<file path="config.mk">
export PLATFORM = sky130hd
export DESIGN_NAME = mem_port_arb_flat
export DESIGN_NICKNAME = d
export VERILOG_FILES = /design/src/rtl/mem_port_arb_pkg.sv /design/src/rtl/mem_port_arb_if.sv /design/src/rtl/mem_port_arb_prio2.sv /design/src/rtl/mem_port_arb.sv /design/src/flat_wrapper.sv
export SDC_FILE = /design/constraint.sdc
export NUM_CORES = 1
export LEC_CHECK = 0
export CAP_MARGIN = 30
export CELL_PAD_IN_SITES_DETAIL_PLACEMENT = 1
export CELL_PAD_IN_SITES_GLOBAL_PLACEMENT = 2
export CORE_ASPECT_RATIO = 1.4
export CORE_MARGIN = 3
export CORE_UTILIZATION = 21
export DETAILED_ROUTE_END_ITERATION = 7
export PLACE_DENSITY_LB_ADDON = 0.3
export SKIP_CTS_REPAIR_TIMING = 1
export SLEW_MARGIN = 0
export SYNTH_ARGS = -nofsm -noshare
export SYNTH_HDL_FRONTEND = slang
export SYNTH_HIERARCHICAL = 1
export SYNTH_SLANG_ARGS = --single-unit
</file>
<file path="constraint.sdc">
create_clock -name clk -period 3.3 [get_ports clk]
set_input_delay 0.33 -clock clk [delete_from_list [all_inputs] [get_ports clk]]
set_output_delay 0.33 -clock clk [all_outputs]
set_load 0.02 [all_outputs]
</file>
<file path="src/rtl/mem_port_arb_pkg.sv">
// Shared types and constants for the fetch/data memory port arbiter.
package mem_arb_pkg;

  // In-flight read tracker: which requester owns the RAM output this cycle
  typedef enum logic [1:0] {IDLE, RD_I, RD_D} state_e;

  typedef logic [1:0] own_t;
  localparam own_t OWN_NONE = 2'd0;
  localparam own_t OWN_I    = 2'd1;
  localparam own_t OWN_D    = 2'd2;

  localparam int MAX_WAIT_DEF = 4;
  localparam int WAIT_W_DEF   = $clog2(MAX_WAIT_DEF + 1);

  // Wait counter width able to hold 0..max_wait
  function automatic int wait_w(int max_wait);
    return (max_wait < 1) ? 1 : $clog2(max_wait + 1);
  endfunction

  // Requester whose read data is on mem_q in the given state
  function automatic own_t state_own(state_e s);
    case (s)
      RD_I:    return OWN_I;
      RD_D:    return OWN_D;
      default: return OWN_NONE;
    endcase
  endfunction

endpackage

</file>
<file path="src/rtl/mem_port_arb_if.sv">
// Bundle of fetch, data and RAM-side signals around the arbiter.
// slave = arbiter side, master = requesters plus RAM.
interface mem_port_arb_if #(
  parameter int AW = 32,
  parameter int DW = 32
) ();
  logic          if_req;
  logic [AW-1:0] if_addr;
  logic          if_gnt;
  logic          if_rvalid;
  logic [DW-1:0] if_rdata;

  logic          d_req;
  logic          d_we;
  logic [AW-1:0] d_addr;
  logic [DW-1:0] d_wdata;
  logic          d_gnt;
  logic          d_rvalid;
  logic [DW-1:0] d_rdata;

  logic [AW-1:0] mem_ad;
  logic [DW-1:0] mem_d;
  logic          mem_we;
  logic [DW-1:0] mem_q;

  modport slave (
    input  if_req, if_addr, d_req, d_we, d_addr, d_wdata, mem_q,
    output if_gnt, if_rvalid, if_rdata, d_gnt, d_rvalid, d_rdata,
           mem_ad, mem_d, mem_we
  );

  modport master (
    output if_req, if_addr, d_req, d_we, d_addr, d_wdata, mem_q,
    input  if_gnt, if_rvalid, if_rdata, d_gnt, d_rvalid, d_rdata,
           mem_ad, mem_d, mem_we
  );
endinterface

</file>
<file path="src/rtl/mem_port_arb_prio2.sv">
// Two-input priority picker: hi wins unless ovr hands the cycle to lo.
module arb_prio2 (
  input  logic req_hi,
  input  logic req_lo,
  input  logic ovr,
  output logic gnt_hi,
  output logic gnt_lo
);
  assign gnt_lo = req_lo & (ovr | ~req_hi);
  assign gnt_hi = req_hi & ~gnt_lo;
endmodule

</file>
<file path="src/rtl/mem_port_arb.sv">
// Shares one single-port, 1-cycle-latency RAM between fetch and data paths.
// Data has priority; with MEM_ARB_STARVE_EN defined, a fetch that has waited
// MAX_WAIT cycles wins for one cycle.
module mem_port_arb
  import mem_arb_pkg::*;
#(
  parameter int AW       = 32,
  parameter int DW       = 32,
  parameter int MAX_WAIT = MAX_WAIT_DEF
) (
  input logic           clk,
  input logic           nreset,
  mem_port_arb_if.slave bus
);

  logic          if_gnt, d_gnt, starve;
  logic [AW-1:0] mem_ad;
  logic [DW-1:0] if_rdata_q, d_rdata_q;
  logic          if_rvalid_q, d_rvalid_q;
  state_e        state_q, state_d;
  own_t          own;

  // No grants leave the block while reset is held
  arb_prio2 u_prio (
    .req_hi (bus.d_req & nreset),
    .req_lo (bus.if_req & nreset),
    .ovr    (starve),
    .gnt_hi (d_gnt),
    .gnt_lo (if_gnt)
  );

`ifdef MEM_ARB_STARVE_EN
  localparam int WW = wait_w(MAX_WAIT);
  logic [WW-1:0] wait_cnt;

  // Count consecutive stalled fetch cycles, saturating at MAX_WAIT
  always_ff @(posedge clk or negedge nreset) begin
    if (!nreset)                     wait_cnt <= '0;
    else if (!bus.if_req || if_gnt)  wait_cnt <= '0;
    else if (wait_cnt != WW'(MAX_WAIT)) wait_cnt <= wait_cnt + WW'(1);
  end

  assign starve = bus.if_req & (wait_cnt == WW'(MAX_WAIT));
`else
  logic unused_max_wait;
  assign unused_max_wait = ^MAX_WAIT;
  assign starve = 1'b0;
`endif

  assign bus.if_gnt = if_gnt;
  assign bus.d_gnt  = d_gnt;
  assign mem_ad     = d_gnt ? bus.d_addr : bus.if_addr;
  assign bus.mem_ad = mem_ad;
  assign bus.mem_we = d_gnt & bus.d_we;
  assign bus.mem_d  = bus.d_wdata;

  // Remember which read, if any, was issued on this edge
  always_ff @(posedge clk or negedge nreset) begin
    if (!nreset) state_q <= IDLE;
    else         state_q <= state_d;
  end

  // Next owner of mem_q: load beats fetch (only one can be granted anyway)
  always_comb begin
    state_d = IDLE;
    if (d_gnt && !bus.d_we) state_d = RD_D;
    else if (if_gnt)        state_d = RD_I;
  end

  assign own = state_own(state_q);

  // Route returning RAM data to its owner; rdata holds between responses
  always_ff @(posedge clk or negedge nreset) begin
    if (!nreset) begin
      if_rvalid_q <= 1'b0;
      d_rvalid_q  <= 1'b0;
      if_rdata_q  <= '0;
      d_rdata_q   <= '0;
    end else begin
      if_rvalid_q <= (own == OWN_I);
      d_rvalid_q  <= (own == OWN_D);
      if (own == OWN_I) if_rdata_q <= bus.mem_q;
      if (own == OWN_D) d_rdata_q  <= bus.mem_q;
    end
  end

  assign bus.if_rvalid = if_rvalid_q;
  assign bus.if_rdata  = if_rdata_q;
  assign bus.d_rvalid  = d_rvalid_q;
  assign bus.d_rdata   = d_rdata_q;

endmodule

</file>
<file path="src/flat_wrapper.sv">
// flat-port wrapper written by rule: the top's interface ports become plain ports
module mem_port_arb_flat import mem_arb_pkg::*;
#(
  parameter int AW       = 32,
  parameter int DW       = 32,
  parameter int MAX_WAIT = MAX_WAIT_DEF
)
  (clk, nreset, bus_if_req, bus_if_addr, bus_d_req, bus_d_we, bus_d_addr, bus_d_wdata, bus_mem_q, bus_if_gnt, bus_if_rvalid, bus_if_rdata, bus_d_gnt, bus_d_rvalid, bus_d_rdata, bus_mem_ad, bus_mem_d, bus_mem_we);
  mem_port_arb_if #(.AW(AW), .DW(DW)) bus_i ();
  input logic clk;
  input logic nreset;
  input wire logic [$bits(bus_i.if_req)-1:0] bus_if_req;
  input wire logic [$bits(bus_i.if_addr)-1:0] bus_if_addr;
  input wire logic [$bits(bus_i.d_req)-1:0] bus_d_req;
  input wire logic [$bits(bus_i.d_we)-1:0] bus_d_we;
  input wire logic [$bits(bus_i.d_addr)-1:0] bus_d_addr;
  input wire logic [$bits(bus_i.d_wdata)-1:0] bus_d_wdata;
  input wire logic [$bits(bus_i.mem_q)-1:0] bus_mem_q;
  output wire logic [$bits(bus_i.if_gnt)-1:0] bus_if_gnt;
  output wire logic [$bits(bus_i.if_rvalid)-1:0] bus_if_rvalid;
  output wire logic [$bits(bus_i.if_rdata)-1:0] bus_if_rdata;
  output wire logic [$bits(bus_i.d_gnt)-1:0] bus_d_gnt;
  output wire logic [$bits(bus_i.d_rvalid)-1:0] bus_d_rvalid;
  output wire logic [$bits(bus_i.d_rdata)-1:0] bus_d_rdata;
  output wire logic [$bits(bus_i.mem_ad)-1:0] bus_mem_ad;
  output wire logic [$bits(bus_i.mem_d)-1:0] bus_mem_d;
  output wire logic [$bits(bus_i.mem_we)-1:0] bus_mem_we;
  assign bus_i.if_req = bus_if_req;
  assign bus_i.if_addr = bus_if_addr;
  assign bus_i.d_req = bus_d_req;
  assign bus_i.d_we = bus_d_we;
  assign bus_i.d_addr = bus_d_addr;
  assign bus_i.d_wdata = bus_d_wdata;
  assign bus_i.mem_q = bus_mem_q;
  assign bus_if_gnt = bus_i.if_gnt;
  assign bus_if_rvalid = bus_i.if_rvalid;
  assign bus_if_rdata = bus_i.if_rdata;
  assign bus_d_gnt = bus_i.d_gnt;
  assign bus_d_rvalid = bus_i.d_rvalid;
  assign bus_d_rdata = bus_i.d_rdata;
  assign bus_mem_ad = bus_i.mem_ad;
  assign bus_mem_d = bus_i.mem_d;
  assign bus_mem_we = bus_i.mem_we;
  mem_port_arb #(.AW(AW), .DW(DW), .MAX_WAIT(MAX_WAIT)) u_core (.clk(clk), .nreset(nreset), .bus(bus_i));
endmodule
</file>
==> metrics.txt <==
result of the run=completed; synthesis-to-layout area growth=64.3%; remaining max-slew budget at the tightest pin=between 30 and 40%; maximum ir drop on the vdd rail=roughly 0.00032 V; number of violations reported at the end of detailed-routing iteration 0=34; area leader, netlist=sky130_fd_sc_hd__dfrtp_1; Worst EP required=2.97 ns; Largest stage delay, worst path=around 0.54 ns; die extent in x=roughly 110 µm; worst-case setup slack after placement=~0.65 ns; vias in the first global route=2807; number of top-level pins=266; Worst Path Class, Setup=input pin to primary output; Clock Tree Buf Depth=2; share of power burned in the clock network=slightly below 30%; average via count per standard cell=~4.1; clock latency on the worst-skew pair=roughly 0.33 ns; count of inserted antenna diode cells=0; transition time of the tightest slew-check pin=0.940 ns; share of async-settable or async-resettable flops after synthesis=100%; DRT Pass-1 Iters=2; global-route congestion overflow total=0; clock transition at the registers of the reported paths=roughly 0.060 ns; number of max-slew violations in the final report=0; number of fill cells=1738; summed area of non-filler cells in the final layout=5710 µm²; number of storage elements in the synthesis netlist=approximately 70; worst min-delay path class=input pin to asynchronous set/reset pin; number of design rule violations left after detail routing=0; maximum level of the CTS H-tree=3; ANT nets after route=0; arrival time of the worst setup path=between 2 and 2.5 ns; EDFF count, synth=0; pin count of the biggest net entering global routing=roughly 70; Final nets=530; leakage dissipation=between 2 and 3 nW; cell with the biggest individual delay on the critical path=sky130_fd_sc_hd__clkdlybuf4s50_1; Flop pwr share=approximately 34%; Final GP Congestion=0.654; Clock Sink Count=68; Startpoint Class=input pin; number of standard cells after synthesis=221; unrepaired setup endpoints after global routing=false; Mapped Area=around 3500 µm²; crit end category=primary output; crit-path most repeated cell=sky130_fd_sc_hd__clkdlybuf4s50_1; switching part of the total=roughly 30%; area of the core region=approximately 16000 µm²; placed inst area=approximately 5400 µm²; HPWL Detailed=approximately 8000 µm; number of core rows=55; Die Y=~160 µm; most common cell in the netlist=sky130_fd_sc_hd__dfrtp_1; global router's overall resource usage=a little under an eighth; final number of hold-violating endpoints=0; total wire length=10600 µm; routed wire length per instance=between 15 and 20 µm; via count of the routed design=2443; warnings from Yosys=6; register area share after synthesis=between 40% and 50%; Final setup viols=0; maximum capacitance violations=0; Clock Skew=~0.0065 ns; most instantiated cells after synthesis=sky130_fd_sc_hd__dfrtp_1, sky130_fd_sc_hd__mux2_4, sky130_fd_sc_hd__mux2_2; commonest register cell after synthesis=sky130_fd_sc_hd__dfrtp_1; post-synthesis average cell area=~16 µm²; number of clock buffers inserted by TritonCTS=9; share of the core filled with cells=35.3%; minimum clock period=between 2 and 3 ns; slack of the worst reg-to-reg path=1.45 ns; starting utilization of the core area=between 20% and 30%; Gate power share=36.4%; biggest fanout along the worst timing path=20; count of input and output buffers=roughly 200; Fmax achieved=between 300 and 400 MHz; Unique masters post-synth=14; layout cells sized above 1=a little under a third; internal power consumption=2.33 mW; share of Yosys cell area claimed by the top area cell type=around half; Cell Chain, Critical Path=clkdlybuf4s50_1, and2_1, a21boi_4, buf_4, mux2_2, clkdlybuf4s50_1; cell at the root of the clock tree=sky130_fd_sc_hd__clkbuf_16; post-route worst setup slack=about 0.67 ns; Tcrit/Tclk final=79.6%; CTS tree=yes; Die ar.=18200 µm²; switching component of the power=0.964 mW; total negative setup slack=0 ns; wire length of the first global-routing pass=16000 µm; Pwr per Cell Area=576 nW/µm²; largest cells by area after synthesis=sky130_fd_sc_hd__dfrtp_1, sky130_fd_sc_hd__mux2_4, sky130_fd_sc_hd__mux2_2; antenna violations before repair=0
[per-stage QoR]
step                total power, mW  std cells  hold slack [ns]
global route                   3.47        601            0.322
floorplan                      1.77        222           0.0344
CTS                            3.36        601            0.289
global placement               2.32        585            0.491
detailed placement             2.34        585            0.495
finish                         3.29        601            0.225
[layout by cell type (no fill, tap or decap)]
cell	instances
sky130_fd_sc_hd__clkdlybuf4s50_1	200
sky130_fd_sc_hd__dfrtp_1	68
sky130_fd_sc_hd__mux2_4	58
sky130_fd_sc_hd__mux2_2	38
sky130_fd_sc_hd__clkbuf_16	9
sky130_fd_sc_hd__buf_4	8
sky130_fd_sc_hd__and2_1	3
sky130_fd_sc_hd__inv_1	3
sky130_fd_sc_hd__clkinv_4	2
sky130_fd_sc_hd__inv_6	2
sky130_fd_sc_hd__nor2b_1	2
sky130_fd_sc_hd__nand2b_2	2
sky130_fd_sc_hd__conb_1	2
sky130_fd_sc_hd__clkbuf_8	1
sky130_fd_sc_hd__clkinv_2	1
sky130_fd_sc_hd__bufinv_16	1
sky130_fd_sc_hd__a21boi_1	1
sky130_fd_sc_hd__a21boi_4	1
[flip-flops by register name (all words and copies together), names as in the netlist]
name / count
u_core/bus.d_rvalid: 1
u_core/bus.if_rdata: 32
u_core/bus.d_rdata: 32
u_core/state_q: 2
u_core/bus.if_rvalid: 1
[cell families (layout without fill, tap and decap cells)]
group / Yosys count / count (layout) / share of synthesized area (%)
AO/OA/AOI/OAI: 2 / 2 / 0.432
buffers and inverters: 47 / 227 / 11.9
other: 1 / 2 / 0.108
AND/OR/NAND/NOR: 7 / 7 / 1.26
multiplexers: 96 / 96 / 37.4
flip-flops: 68 / 68 / 48.9
[power by group through the flow]
stage,Clock (mW),Combinational (mW),Sequential (mW)
2_1_floorplan,0,0.434,1.33
4_1_cts,1.03,1.22,1.11
6_report,0.983,1.20,1.11
5_1_grt,1.07,1.26,1.14
3_3_place_gp,0,1.21,1.12
3_5_place_dp,0,1.21,1.13
[path summary, 6_finish.rpt]
path                       cells after the start                             endpoint                               from
min reg2reg                                    1    u_core/bus.d_rdata[9]$_DFFE_PN0N_  u_core/bus.d_rdata[9]$_DFFE_PN0N_
max in group asynchronous                      2          u_core/state_q[1]$_DFF_PN0_                             nreset
min in group clk                               4          u_core/state_q[0]$_DFF_PN0_                             nreset
max reg2reg                                    3  u_core/bus.if_rdata[16]$_DFFE_PN0N_        u_core/state_q[1]$_DFF_PN0_
max                                            6                       bus_mem_ad[21]                          bus_d_req
min                                            2   u_core/bus.if_rdata[3]$_DFFE_PN0N_                             nreset
[per-layer routing]
| metal | routed length, µm | track usage [%] | vias to the layer above |
|---|---|---|---|
| li1 | - | - | 1081 |
| met4 | 317 | 4.92 | 0 |
| met5 | 0 | 0 | - |
| met2 | 5800 | 21.5 | 138 |
| met3 | 851 | 3.84 | 25 |
| met1 | 3670 | 12.0 | 1199 |
[cell type report]
class | instances | area, µm² | share of cell area (%)
clock buffer | 10 | 239 | 4.18
clock inverter | 6 | 70.1 | 1.23
inverter | 3 | 11.3 | 0.197
multi-input combinational | 107 | 1380 | 24.2
sequential | 68 | 1700 | 29.8
tap | 199 | 249 | 4.36
timing repair buffer | 208 | 2060 | 36.1
[worst max-delay path: cells and delay by family]
| kind | cells | cell delay [ns] |
|---|---|---|
| multiplexers | 1 | 0.37 |
| buffers and inverters | 3 | 1.26 |
| AND/OR/NAND/NOR | 1 | 0.14 |
| AO/OA/AOI/OAI | 1 | 0.18 |
(Power assumes the default switching activity.)
